**src/rtl/alu_pkg.sv**
```systemverilog
// -----------------------------------------------------------------------------
// alu_pkg
//   Shared definitions for the ALU round-robin sequencer:
//   - default operand/result/command widths
//   - ALU command encodings (all 16 codes)
//   - sequencer state encoding
//   - settle-counter width (SETTLE is limited to 1..15)
// -----------------------------------------------------------------------------
package alu_pkg;

   localparam int DATA_W_DEF = 8;
   localparam int RES_W_DEF  = 16;
   localparam int CMD_W_DEF  = 4;
   localparam int CNT_W      = 4;

   typedef enum logic [3:0] {
      CMD_ADD  = 4'd0,
      CMD_INC  = 4'd1,
      CMD_SUB  = 4'd2,
      CMD_DEC  = 4'd3,
      CMD_MUL  = 4'd4,
      CMD_DIV  = 4'd5,
      CMD_SHR  = 4'd6,
      CMD_SHL  = 4'd7,
      CMD_AND  = 4'd8,
      CMD_OR   = 4'd9,
      CMD_INV  = 4'd10,
      CMD_NAND = 4'd11,
      CMD_NOR  = 4'd12,
      CMD_XOR  = 4'd13,
      CMD_XNOR = 4'd14,
      CMD_BUF  = 4'd15
   } alu_cmd_e;

   typedef enum logic [1:0] {
      ST_IDLE = 2'd0,
      ST_EXEC = 2'd1,
      ST_RESP = 2'd2
   } seq_state_e;

endpackage

```
**src/rtl/rr_arb2.sv**
```systemverilog
// -----------------------------------------------------------------------------
// rr_arb2
//   Two-way round-robin arbiter. The pointer names the preferred requester;
//   if it is not requesting, the other requester wins. When advance is high
//   and something was granted, the pointer moves to the non-granted side so
//   contending requesters strictly alternate.
//
//   clk, rst_n : clock, asynchronous active-low reset (pointer -> 0)
//   req[1:0]   : request vector
//   advance    : the current grant was consumed this cycle
//   gnt[1:0]   : one-hot grant (all zero when nothing requests)
//   gnt_id     : index of the granted requester
// -----------------------------------------------------------------------------
module rr_arb2 (
   input  logic       clk,
   input  logic       rst_n,
   input  logic [1:0] req,
   input  logic       advance,
   output logic [1:0] gnt,
   output logic       gnt_id
);

   logic ptr_q;
   logic ptr_d;
   logic other;

   assign other = ~ptr_q;

   always_comb begin
      // NOTE: every output of a combinational block gets a default first so
      // no path leaves it unassigned and no latch is inferred.
      gnt_id = ptr_q;
      ptr_d  = ptr_q;
      if (!req[ptr_q] && req[other]) begin
         gnt_id = other;
      end
      gnt = req & (gnt_id ? 2'b10 : 2'b01);
      if (advance && (gnt != 2'b00)) begin
         ptr_d = ~gnt_id;
      end
   end

   always_ff @(posedge clk or negedge rst_n) begin
      if (!rst_n) begin
         ptr_q <= 1'b0;
      end else begin
         // NOTE: sequential state uses non-blocking assignments so every flop
         // samples its input from before the edge, independent of order.
         ptr_q <= ptr_d;
      end
   end

endmodule

```
**src/rtl/alu_rr_sequencer.sv**
```systemverilog
// -----------------------------------------------------------------------------
// alu_rr_sequencer
//   Shares one combinational ALU between two valid/ready requesters. A
//   round-robin arbiter picks a requester in IDLE; its operands and command
//   are latched onto the ALU inputs, held for SETTLE cycles (EXEC), then the
//   ALU result is registered and offered on the response channel (RESP)
//   until the consumer takes it.
//
//   clk, rst_n             : clock, asynchronous active-low reset
//   reqN_valid/ready       : requester N handshake (ready only in IDLE)
//   reqN_a/b/cmd           : requester N operands and ALU command
//   rsp_valid/ready        : response handshake
//   rsp_id/y/err           : issuing requester, result, DIV-by-zero flag
//   alu_a/b/cmd/oe, alu_y  : connection to the external ALU
//   busy                   : an operation is in flight
// -----------------------------------------------------------------------------
module alu_rr_sequencer
   import alu_pkg::*;
#(
   parameter int DATA_W = DATA_W_DEF,
   parameter int RES_W  = RES_W_DEF,
   parameter int CMD_W  = CMD_W_DEF,
   parameter int SETTLE = 1
) (
   input  logic              clk,
   input  logic              rst_n,
   input  logic              req0_valid,
   output logic              req0_ready,
   input  logic [DATA_W-1:0] req0_a,
   input  logic [DATA_W-1:0] req0_b,
   input  logic [CMD_W-1:0]  req0_cmd,
   input  logic              req1_valid,
   output logic              req1_ready,
   input  logic [DATA_W-1:0] req1_a,
   input  logic [DATA_W-1:0] req1_b,
   input  logic [CMD_W-1:0]  req1_cmd,
   output logic              rsp_valid,
   input  logic              rsp_ready,
   output logic              rsp_id,
   output logic [RES_W-1:0]  rsp_y,
   output logic              rsp_err,
   output logic [DATA_W-1:0] alu_a,
   output logic [DATA_W-1:0] alu_b,
   output logic [CMD_W-1:0]  alu_cmd,
   output logic              alu_oe,
   input  logic [RES_W-1:0]  alu_y,
   output logic              busy
);

   localparam logic [CNT_W-1:0] SETTLE_M1 = CNT_W'(SETTLE - 1);
   localparam logic [CMD_W-1:0] DIV_CODE  = CMD_W'(CMD_DIV);

   seq_state_e        state_q,     state_d;
   logic [DATA_W-1:0] alu_a_q,     alu_a_d;
   logic [DATA_W-1:0] alu_b_q,     alu_b_d;
   logic [CMD_W-1:0]  alu_cmd_q,   alu_cmd_d;
   logic              alu_oe_q,    alu_oe_d;
   logic              id_q,        id_d;
   logic [CNT_W-1:0]  cnt_q,       cnt_d;
   logic              rsp_valid_q, rsp_valid_d;
   logic [RES_W-1:0]  rsp_y_q,     rsp_y_d;
   logic              rsp_err_q,   rsp_err_d;
   logic              busy_q,      busy_d;

   logic [1:0] arb_req;
   logic [1:0] arb_gnt;
   logic       arb_gnt_id;
   logic       accept;
   logic       div_zero;

   assign arb_req = {req1_valid, req0_valid};

   rr_arb2 u_arb (
      .clk     (clk),
      .rst_n   (rst_n),
      .req     (arb_req),
      .advance (accept),
      .gnt     (arb_gnt),
      .gnt_id  (arb_gnt_id)
   );

   // The arbiter only grants a valid requester, so any grant in IDLE is an
   // accepted transfer. Readies are gated with rst_n so they read 0 while
   // reset is held, like every other output.
   assign accept     = (state_q == ST_IDLE) && (arb_gnt != 2'b00);
   assign req0_ready = rst_n && (state_q == ST_IDLE) && arb_gnt[0];
   assign req1_ready = rst_n && (state_q == ST_IDLE) && arb_gnt[1];

   assign div_zero = (alu_cmd_q == DIV_CODE) && (alu_b_q == '0);

   always_comb begin
      state_d     = state_q;
      alu_a_d     = alu_a_q;
      alu_b_d     = alu_b_q;
      alu_cmd_d   = alu_cmd_q;
      alu_oe_d    = alu_oe_q;
      id_d        = id_q;
      cnt_d       = cnt_q;
      rsp_valid_d = rsp_valid_q;
      rsp_y_d     = rsp_y_q;
      rsp_err_d   = rsp_err_q;

      unique case (state_q)
         ST_IDLE: begin
            if (accept) begin
               alu_a_d   = arb_gnt_id ? req1_a   : req0_a;
               alu_b_d   = arb_gnt_id ? req1_b   : req0_b;
               alu_cmd_d = arb_gnt_id ? req1_cmd : req0_cmd;
               id_d      = arb_gnt_id;
               cnt_d     = SETTLE_M1;
               alu_oe_d  = 1'b1;
               state_d   = ST_EXEC;
            end
         end
         ST_EXEC: begin
            if (cnt_q == '0) begin
               // A divide by zero has no meaningful quotient; report the
               // error with a clean zero result instead of whatever the ALU
               // produced.
               rsp_err_d   = div_zero;
               rsp_y_d     = div_zero ? '0 : alu_y;
               rsp_valid_d = 1'b1;
               state_d     = ST_RESP;
            end else begin
               cnt_d = cnt_q - 1'b1;
            end
         end
         ST_RESP: begin
            if (rsp_ready) begin
               rsp_valid_d = 1'b0;
               alu_oe_d    = 1'b0;
               state_d     = ST_IDLE;
            end
         end
         default: begin
            state_d = ST_IDLE;
         end
      endcase

      busy_d = (state_d != ST_IDLE);
   end

   // NOTE: the datapath registers are reset along with control: a reset
   // mid-operation must drive every output to 0 at once and leave no stale
   // operand on the ALU.
   always_ff @(posedge clk or negedge rst_n) begin
      if (!rst_n) begin
         state_q     <= ST_IDLE;
         alu_a_q     <= '0;
         alu_b_q     <= '0;
         alu_cmd_q   <= '0;
         alu_oe_q    <= 1'b0;
         id_q        <= 1'b0;
         cnt_q       <= '0;
         rsp_valid_q <= 1'b0;
         rsp_y_q     <= '0;
         rsp_err_q   <= 1'b0;
         busy_q      <= 1'b0;
      end else begin
         state_q     <= state_d;
         alu_a_q     <= alu_a_d;
         alu_b_q     <= alu_b_d;
         alu_cmd_q   <= alu_cmd_d;
         alu_oe_q    <= alu_oe_d;
         id_q        <= id_d;
         cnt_q       <= cnt_d;
         rsp_valid_q <= rsp_valid_d;
         rsp_y_q     <= rsp_y_d;
         rsp_err_q   <= rsp_err_d;
         busy_q      <= busy_d;
      end
   end

   assign alu_a     = alu_a_q;
   assign alu_b     = alu_b_q;
   assign alu_cmd   = alu_cmd_q;
   assign alu_oe    = alu_oe_q;
   assign rsp_valid = rsp_valid_q;
   assign rsp_id    = id_q;
   assign rsp_y     = rsp_y_q;
   assign rsp_err   = rsp_err_q;
   assign busy      = busy_q;

endmodule

```
**config.mk**
```make
export PLATFORM = sky130hd
export DESIGN_NAME = alu_rr_sequencer
export DESIGN_NICKNAME = d
export VERILOG_FILES = /design/src/rtl/alu_pkg.sv /design/src/rtl/rr_arb2.sv /design/src/rtl/alu_rr_sequencer.sv
export SDC_FILE = /design/constraint.sdc
export NUM_CORES = 1
export LEC_CHECK = 0
export ABC_AREA = 1
export BUFFER_PORTS_ARGS = -buffer_cell sky130_fd_sc_hd__buf_4
export CAP_MARGIN = 20
export CORE_MARGIN = 1.5
export CORE_UTILIZATION = 42
export DETAILED_ROUTE_END_ITERATION = 12
export PLACE_DENSITY = 0.76
export RECOVER_POWER = 25
export SLEW_MARGIN = 20
export SYNTH_ARGS = -nofsm -noshare
export SYNTH_HDL_FRONTEND = slang
export SYNTH_HIERARCHICAL = 1
export SYNTH_SLANG_ARGS = --single-unit
```
**constraint.sdc**
```tcl
create_clock -name clk -period 1.5 [get_ports clk]
set_clock_uncertainty 0.2 [all_clocks]
set_input_delay 0.075 -clock clk [delete_from_list [all_inputs] [get_ports clk]]
set_output_delay 0.075 -clock clk [all_outputs]
set_load 0.05 [all_outputs]
```
==> impl_metrics.env, run 1 <==
export IMPL_multiInputGateArea_mm2=0.001176
export IMPL_grt_use_total_pct=27.92
export IMPL_fillers=244
export IMPL_first_iter_violations=149
export IMPL_synth_top_area_share_pct=54.27
export IMPL_postRouteAntennaNets=0
export IMPL_worstSetupStartpointType="flop"
export IMPL_cp_required_ns=1.49
export IMPL_core_mm2=0.005107
export IMPL_switching_share_pct=50.55
export IMPL_clock_latency_ns=0.31
export IMPL_synth_edff_count=0
export IMPL_outcome="complete, but fails checks"
export IMPL_floorplan_initialDensity_pct=43.34
export IMPL_whs_ns=0.2170
export IMPL_die_width_um=75.60
export IMPL_path_clk_slew_ns=0.10
export IMPL_synth_most_common_cell="nand2_1"
export IMPL_grt_pass1_vias=2544
export IMPL_ys_flop_type="dfrtp_1"
export IMPL_pin_count=104
export IMPL_core_rowCount=26
export IMPL_hold_violations=0
export IMPL_diodes=0
export IMPL_totalWireLength_um=9558
export IMPL_area_growth_pct=98.53
export IMPL_wire_per_inst_um=18.38
export IMPL_grt_overflow=0
export IMPL_crit_fanout=9
export IMPL_fin_ws_ns=-0.2228
export IMPL_die_area_mm2=0.005715
export IMPL_synthCells=263
export IMPL_nets=511
export IMPL_hpwl_um=4117
export IMPL_p_comb_share_pct=64.8
export IMPL_tightest_slew_ns=0.6590
export IMPL_ys_seq_elements=48
export IMPL_syn_area_per_cell_um2=8.416
export IMPL_worst_hold_path_type="primary input to flop"
export IMPL_yosysSeqAreaShare_pct=54.27
export IMPL_drt_first_pass_iters=5
export IMPL_antenna_found_initial=0
export IMPL_violations="setup timing"
export IMPL_critPathKind="flop to flop"
export IMPL_pwr_share_seq_pct=24.2
export IMPL_crit_path_end_kind="flop"
export IMPL_vias_per_cell=5.363
export IMPL_cts_sinks=48
export IMPL_ir_worst_vdd_mv=1.529
export IMPL_cts_tree="built"
export IMPL_fin_cells=520
export IMPL_num_vias=2789
export IMPL_arrival_ns=1.72
export IMPL_clockRootBuffer="clkbuf_8"
export IMPL_async_reset_ff_share_pct=100.0
export IMPL_rsz0062_at_grt="yes"
export IMPL_postPlaceCellArea_mm2=0.003207
export IMPL_route_detailed_drc=0
export IMPL_leakagePower_uw=0.002177
export IMPL_synth_nets=325
export IMPL_synth_area_top_cells="dfrtp_1 54%, nand2_1 13%, nor2_1 9.3%"
export IMPL_grt_pass1_wl_um=11720
export IMPL_maxSlewHeadroom_pct=56.07
export IMPL_ys_warnings_count=6
export IMPL_synth_common_cells="75 x nand2_1, 55 x nor2_1, 48 x dfrtp_1, 20 x nand3_1, 20 x o31ai_1"
export IMPL_drive_above_1_share_pct=48.22
export IMPL_pwr_share_clk_pct=11.0
export IMPL_area_sequential_mm2=0.001216
export IMPL_period_minus_slack_ns=1.723
export IMPL_ys_types=24
export IMPL_syn_area_mm2=0.002213
export IMPL_yosysTopAreaCell="dfrtp_1"
export IMPL_place_port_buffers=103
export IMPL_dp_cells=436
export IMPL_cts_max_level=2
export IMPL_place_congestion=0.7158
export IMPL_fmax_ghz=0.5805
export IMPL_min_period_over_period_pct=114.9
export IMPL_power_total_uw=10180
export IMPL_power_internal_uw=5035
export IMPL_max_cap_violations=0
export IMPL_fp_dieH_um=75.60
export IMPL_grt_max_degree=49
export IMPL_finalSetupViolCount=39
export IMPL_final_max_slew_viol_count=0
export IMPL_cts_made_buffers=5
export IMPL_cellPowerDensity_mw_per_mm2=2317
export IMPL_final_area_mm2=0.004394
export IMPL_cts_buffer_depth=2
export IMPL_p_sw_uw=5147
kinds of logic (layout without fill, tap and decap cells):
| kind of cell | Yosys count | in the layout | share of synthesized area, % |
|---|---|---|---|
| DFF | 48 | 48 | 54.27 |
| adders and majority gates | 1 | 1 | 0.5652 |
| buffers and inverters | 27 | 212 | 6.331 |
| and+or+nand+nor | 157 | 159 | 29.40 |
| AOI/OAI and AO/OA | 30 | 30 | 9.440 |
stage by stage:
| stage | TNS, ns | util, % | setup slack (ns) |
|---|---|---|---|
| 3_3_place_gp | -0.05406 | 62.79 | -0.01421 |
| 2_1_floorplan | -0.2546 | - | -0.04125 |
| 4_1_cts | -0.1228 | 78.71 | -0.02853 |
| 5_1_grt | -5.647 | 86.04 | -0.2432 |
| 3_5_place_dp | -1.497 | 62.79 | -0.1040 |
| 6_report | -3.671 | 86.04 | -0.2228 |
placed cells by master (no fill, tap or decap), types with 3 or more instances in the layout:
cell type        n
nand2_2          9
nand2_1         65
clkbuf_8         5
nand2_4          5
dfrtp_1         36
inv_2            6
nand3_2         16
dfrtp_2         12
buf_4          111
buf_6            8
inv_1            6
dlygate4sd3_1   60
nor2_4           6
o31ai_2         14
nor2_1          48
clkbuf_16        4
o31ai_1          6
nand3_1          3
buf_12           4
final cells by class:
cell class / instances / area share [%]
flip-flops and latches: 48 / 27.68
repair buffers: 189 / 39.04
multi-input cells: 190 / 26.77
clock inverters: 2 / 1.367
well taps: 70 / 1.993
clock buffers: 6 / 1.651
inverters: 15 / 1.509
metal layers:
layer  track usage, %  vias to the layer above  share of wire, %
met3            8.466                       39               8.4
met5                0                        -                 0
met4            8.730                        0               3.4
met1            31.76                     1326                37
met2            50.19                      202                51
li1                 -                     1222                 -
worst max-delay path: stages (launching register included):
cell,delay (ns)
dfrtp_1,0.42
inv_2,0.06
nand2_2,0.08
nand2_2,0.08
inv_2,0.09
o21ai_4,0.07
buf_12,0.14
clkbuf_16,0.16
o31ai_2,0.29
power groups by stage:
stage | Combinational (uW) | Sequential, uW | Clock (uW)
floorplan | 1710 | 4230 | 0
global placement | 5110 | 2360 | 0
detailed placement | 5190 | 2380 | 0
CTS | 5460 | 2370 | 1120
global route | 6970 | 2520 | 1180
finish | 6590 | 2470 | 1120
repair_timing:
item                                   4_1_cts  5_1_grt
endpoints found under the hold margin       89        0
resized for setup                           13       58
hold buffers                                60        0
pin swaps                                    4       26
buffers inserted                             6        3
setup endpoints to repair                   41       47
cloned                                       0        7
sequential cells by signal (all words and copies together) (netlist names), 2 cells and up:
signal	cells
cnt_q	4
alu_a	8
rsp_y	16
alu_b	8
alu_cmd	4
state_q	2
worst paths after layout:
kind / startpoint / endpoint / slack (ns) / cells past startpoint
max: u_arb/ptr_q / alu_a[0] / -0.22 / 8
min: req1_valid / state_q[0] / 0.22 / 6
max reg2reg: u_arb/ptr_q / alu_a[0] / -0.22 / 8
min reg2reg: rsp_y[10] / rsp_y[10] / 0.29 / 2
max in group asynchronous: rst_n / alu_b[1] / 0.12 / 3
min in group asynchronous: rst_n / rsp_id / 0.50 / 3
No activity file was read; power rests on OpenSTA's default activity.
==> inputs of run 2 (changes only) <==
ABC_AREA = not set   (was 1)
CAP_MARGIN = not set   (was 20)
==> run 2 against run 1 <==
- the flow finishes with violations (hold timing, setup timing)
- global-route usage increased by 1.7 points
- largest power group unchanged
- area after synthesis decreased by 1.0%
- critical endpoint is now alu_a[2]
- non-clock buffer count increased by 12
- die area decreased by 0.98%
==> impl_metrics.env, run 2 <==
export IMPL_outcome="complete, but fails checks"
export IMPL_violations="hold timing, setup timing"
export IMPL_clockRootBuffer="clkbuf_8"
export IMPL_fin_util_pct=86.12
export IMPL_core_rowCount=26
export IMPL_dr_wl_met2_um=4937
export IMPL_synth_top_area_share_pct=54.83
export IMPL_diodes=0
export IMPL_fp_dieH_um=75.23
export IMPL_synth_most_common_cell="dfrtp_1"
export IMPL_pwr_share_seq_pct=25.0
export IMPL_yosysSeqAreaShare_pct=54.83
export IMPL_nets=456
export IMPL_vias_per_cell=5.606
export IMPL_die_width_um=75.23
export IMPL_fmax_ghz=0.5695
export IMPL_grt_overflow=0
export IMPL_pwr_share_clk_pct=10.5
export IMPL_largest_reg_flops=16
export IMPL_synth_common_cells="48 x dfrtp_1, 40 x o21ai_0, 21 x mux2i_1, 17 x nand3_1, 16 x o2bb2ai_1"
export IMPL_ir_worst_vdd_mv=1.305
export IMPL_final_cell_mix="119 x buf_4, 59 x dlygate4sd3_1, 35 x dfrtp_1"
export IMPL_drive_above_1_share_pct=51.65
export IMPL_final_max_slew_viol_count=0
export IMPL_tns_ns=-9.690
export IMPL_max_stage_delay_ns=0.48
export IMPL_ys_warnings_count=6
export IMPL_final_common_cell="buf_4"
export IMPL_whs_ns=-0.006649
export IMPL_ys_seq_elements=48
export IMPL_yosysTopAreaCell="dfrtp_1"
export IMPL_cellPowerDensity_mw_per_mm2=2262
export IMPL_ys_types=32
export IMPL_floorplan_initialDensity_pct=43.17
export IMPL_tightest_slew_ns=1.051
export IMPL_grt_use_total_pct=29.63
export IMPL_grt_pass1_wl_um=12450
export IMPL_leakagePower_uw=0.001997
export IMPL_cp_required_ns=1.48
export IMPL_cts_made_buffers=5
export IMPL_hold_buffers=60
export IMPL_antenna_found_initial=0
export IMPL_cts_max_level=2
export IMPL_crit_path_end_kind="flop"
export IMPL_switching_share_pct=49.06
export IMPL_syn_area_per_cell_um2=10.85
export IMPL_critPathKind="flop to flop"
export IMPL_fin_ws_ns=-0.2559
export IMPL_core_mm2=0.005075
export IMPL_synth_nets=264
export IMPL_place_port_buffers=103
export IMPL_synth_area_top_cells="dfrtp_1 55%, mux2i_1 9.6%, o21ai_0 9.1%"
export IMPL_cts_tree="built"
export IMPL_worstSetupStartpointType="flop"
export IMPL_num_vias=2607
export IMPL_hold_violations=16
export IMPL_p_sw_uw=4850
export IMPL_synthCells=202
export IMPL_first_iter_violations=118
export IMPL_ys_flop_type="dfrtp_1"
export IMPL_die_area_mm2=0.005659
export IMPL_async_reset_ff_share_pct=100.0
export IMPL_postRouteAntennaNets=0
export IMPL_area_growth_pct=99.49
export IMPL_wl_met3_um=961
export IMPL_path_clk_slew_ns=0.10
export IMPL_min_period_over_period_pct=117.1
export IMPL_cts_buffer_depth=2
export IMPL_wire_per_inst_um=21.56
export IMPL_worst_hold_path_type="primary input to asynchronous set/reset pin"
export IMPL_rsz0062_at_grt="yes"
export IMPL_pin_count=104
export IMPL_crit_chain="or2_4 -> buf_12 -> o21ai_0 -> o21ai_1"
export IMPL_arrival_ns=1.73
export IMPL_cts_sinks=48
export IMPL_max_cap_violations=0
export IMPL_wl_met1_um=3769
export IMPL_period_minus_slack_ns=1.756
export IMPL_totalWireLength_um=10030
export IMPL_synth_edff_count=0
export IMPL_hpwl_um=4365
export IMPL_route_detailed_drc=0
export IMPL_drt_first_pass_iters=4
export IMPL_cp_slowest_cell="dfrtp_1"
export IMPL_p_comb_share_pct=64.5
export IMPL_highest_layer="met4"
export IMPL_maxSlewHeadroom_pct=29.92
export IMPL_grt_max_degree=30
export IMPL_grt_pass1_vias=2532
export IMPL_power_internal_uw=5036
export IMPL_place_congestion=0.7361
export IMPL_syn_area_mm2=0.002191
export IMPL_place_ws_ns=-0.1384
export IMPL_finalSetupViolCount=50
export IMPL_crit_fanout=20
export IMPL_clock_latency_ns=0.31
## run 2: final timing paths
check / cells past startpoint / start / end / slack (ns)
worst max-delay path: 4 / state_q[1] / alu_a[2] / -0.26
max in group asynchronous: 3 / rst_n / rsp_y[10] / 0.12
worst min register to register: 1 / rsp_y[3] / rsp_y[3] / 0.29
min in group clk: 6 / req1_valid / alu_cmd[1] / 0.23
worst min-delay path: 2 / rst_n / alu_cmd[2] / -0.007
worst max register to register: 4 / state_q[1] / alu_a[2] / -0.26
## run 2: power by group through the flow
stage               Clock (uW)  Sequential, uW  Combinational (uW)
finish                    1040            2470                6380
global route              1090            2490                6650
CTS                       1020            2340                5420
detailed placement           0            2350                5030
global placement             0            2330                4940
floorplan                    0            4070                1540
## run 2: logic make-up after synthesis
family	count (synthesis)	synth area share (%)
fa+ha+maj	2	1.085
simple gates	40	10.40
mux	23	10.62
compound gates	68	18.96
buf+inv	21	4.112
flops	48	54.83
## run 2: layout make-up
type | count | area (um2)
clock buffers | 7 | 96.34
clock inverters | 1 | 30.03
fillers | 252 | 704.4
inverters | 5 | 21.27
multi-input cells | 133 | 1127
flip-flops and latches | 48 | 1217
well taps | 70 | 87.58
repair buffers | 201 | 1790
## run 2: per-stage QoR
| stage | hold slack (ns) | std cells | area, um2 | power [uW] |
|---|---|---|---|---|
| floorplan | -0.4206 | 202 | 2272 | 5612 |
| global placement | -0.2283 | 383 | 3251 | 7272 |
| detailed placement | -0.2294 | 383 | 3251 | 7379 |
| CTS | 0.1662 | 455 | 4071 | 8782 |
| global route | 0.09804 | 465 | 4370 | 10230 |
| finish | -0.006649 | 465 | 4370 | 9886 |
## run 2: worst max-delay path, delay by kind of cell, from the launching register on
family                 cells  cell delay [ns]
AOI/OAI and AO/OA          2             0.46
and+or+nand+nor            1             0.31
DFF                        1             0.48
buffers and inverters      1             0.16
## run 2: per-layer routing
layer	vias to the layer above	global-route usage, %
li1	1126	-
met1	1243	35.36
met2	206	51.23
met3	32	8.434
met4	0	10.52
met5	-	0
## run 2: timing repair
action                                  CTS  global route
cloned                                    0             6
hold endpoints to repair                 89            19
pin swaps                                 4             7
gates resized for setup                  19            63
endpoints found under the setup margin   47            91
setup buffers                             4             4
==> inputs of run 3 (changes only) <==
CORE_UTILIZATION = 43   (was 42)
CTS_BUF_LIST = sky130_fd_sc_hd__clkbuf_8   (was not set)
PLACE_DENSITY = 0.78   (was 0.76)
==> run 3 against run 2 <==
- final cell count down 0.22%
- critical path type unchanged
- count of clock-buffer cells in the layout did not move
- via count increased by 5.7%
- combinational power increased by 3.4%
- the flow still finishes with violations (hold timing, setup timing)
- cell area is 0.63% higher
- clock power hardly changed
- non-clock buffer count up 2
- highest routed layer unchanged
- register-to-register slack worse by 0.15 ns
- maximum frequency is 7.7% lower
- critical endpoint is now alu_b[7]
- first-iteration DRC count increased by 46%
==> impl_metrics.env, run 3 (synthesis results as in run 2) <==
export IMPL_top_usage_layer="met2"
export IMPL_worst_hold_path_type="primary input to asynchronous set/reset pin"
export IMPL_crit_path_end_kind="flop"
export IMPL_grt_pass1_vias=2649
export IMPL_place_ws_ns=-0.1374
export IMPL_cts_sinks=48
export IMPL_outcome="complete, but fails checks"
export IMPL_met1_usage_pct=37.23
export IMPL_postRouteAntennaNets=0
export IMPL_grt_max_degree=32
export IMPL_path_clk_slew_ns=0.09
export IMPL_final_cell_mix="116 x buf_4, 59 x dlygate4sd3_1, 35 x dfrtp_1"
export IMPL_whs_ns=-0.09638
export IMPL_cp_required_ns=1.46
export IMPL_violations="hold timing, setup timing"
export IMPL_critPathKind="flop to flop"
export IMPL_max_cap_violations=0
export IMPL_num_vias=2756
export IMPL_dp_cells=380
export IMPL_totalWireLength_um=10810
export IMPL_place_port_buffers=103
export IMPL_arrival_ns=1.87
export IMPL_first_iter_violations=172
export IMPL_ir_worst_vdd_mv=1.390
export IMPL_tns_ns=-10.21
export IMPL_final_max_slew_viol_count=0
export IMPL_floorplan_initialDensity_pct=45.48
export IMPL_die_width_um=74.38
export IMPL_rsz0062_at_grt="yes"
export IMPL_cts_max_level=2
export IMPL_area_growth_pct=100.7
export IMPL_area_sequential_mm2=0.001217
export IMPL_grt_use_total_pct=31.09
export IMPL_tightest_slew_ns=1.012
export IMPL_finalSetupViolCount=50
export IMPL_grt_pass1_wl_um=12690
export IMPL_fin_util_pct=91.30
export IMPL_route_detailed_drc=0
export IMPL_hold_violations=17
export IMPL_largest_reg_flops=16
export IMPL_cts_made_buffers=5
export IMPL_fin_ws_ns=-0.4034
export IMPL_drive_above_1_share_pct=53.15
export IMPL_clockRootBuffer="clkbuf_8"
export IMPL_place_congestion=0.7669
export IMPL_fmax_ghz=0.5254
export IMPL_global_route_usage_met3_pct=6.640
export IMPL_cellPowerDensity_mw_per_mm2=2313
export IMPL_power_total_uw=10170
export IMPL_final_common_cell="buf_4"
export IMPL_fillers=185
export IMPL_min_period_over_period_pct=126.9
export IMPL_drt_first_pass_iters=4
export IMPL_cts_buffer_depth=2
export IMPL_multiInputGateArea_mm2=0.001147
export IMPL_fin_cells=464
export IMPL_maxSlewHeadroom_pct=32.52
export IMPL_ff2ff_setup_slack_ns=-0.40
export IMPL_antenna_found_initial=0
export IMPL_crit_fanout=20
export IMPL_core_mm2=0.004817
export IMPL_hpwl_um=4336
export IMPL_leakagePower_uw=0.002024
export IMPL_period_minus_slack_ns=1.903
export IMPL_hold_buffers=60
export IMPL_worstSetupStartpointType="flop"
export IMPL_fp_dieH_um=74.38
export IMPL_diodes=0
export IMPL_pin_count=104
export IMPL_vias_per_cell=5.940
export IMPL_core_rowCount=25
export IMPL_wire_per_inst_um=23.29
export IMPL_grt_overflow=0
export IMPL_clock_latency_ns=0.31
export IMPL_nets=458
export IMPL_die_area_mm2=0.005532
export IMPL_cts_tree="built"
export IMPL_grtUsageMet2_pct=51.79
==> run 3: changes by cell type in the layout (fill, tap and decap cells not counted), sizes merged <==
cell	delta
buf	+1
clkbuf	+1
==> run 3: per-layer routing <==
layer	part of all wire, %	vias to the layer above	routed length [um]
met5	0	-	0
met4	4.2	0	452
met3	9.3	47	1007
met2	50	236	5452
met1	36	1339	3893
li1	-	1134	-
==> run 3: layout make-up <==
type                    count  area share (%)
flip-flops and latches     48           27.68
multi-input cells         133           26.09
inverters                   5          0.5405
repair buffers            203           40.91
clock buffers               7           2.191
clock inverters             1          0.6828
well taps                  67           1.906
==> run 3: what timing repair did <==
action	in CTS	in global routing
gates cloned	0	3
pin swaps	3	20
setup endpoints to repair	46	81
endpoints found under the hold margin	89	17
gates resized for setup	26	76
setup buffers	5	8
==> run 3: report_power, final <==
part	switching [uW]	leakage, uW	total [uW]	internal [uW]
logic	4030	0.00138	6600	2570
registers	600	0.000576	2530	1930
clock network	453	0.0000645	1040	589
total	5080	0.00202	10200	5090
==> run 3: stage by stage <==
stage,hold WS (ns),cell area (um2)
after detailed placement,-0.2394,3234
final,-0.09638,4398
after CTS,0.1593,4085
after global routing,-0.003796,4398
after global placement,-0.2414,3234
after floorplan,-0.4206,2272
==> run 3: final timing paths <==
kind                       cells past startpoint        from          end
max reg2reg                                    5  state_q[1]     alu_b[7]
max in group asynchronous                      3       rst_n  u_arb/ptr_q
min reg2reg                                    1    rsp_y[7]     rsp_y[7]
max                                            5  state_q[1]     alu_b[7]
min                                            2       rst_n     alu_a[5]
min in group clk                               4  req1_valid       rsp_id
==> run 3: critical path, cell delays in order, from the launching register on <==
cell	delay (ns)
dfrtp_1	0.44
buf_4	0.17
or2_4	0.26
buf_12	0.16
o21ai_0	0.36
o21ai_1	0.16
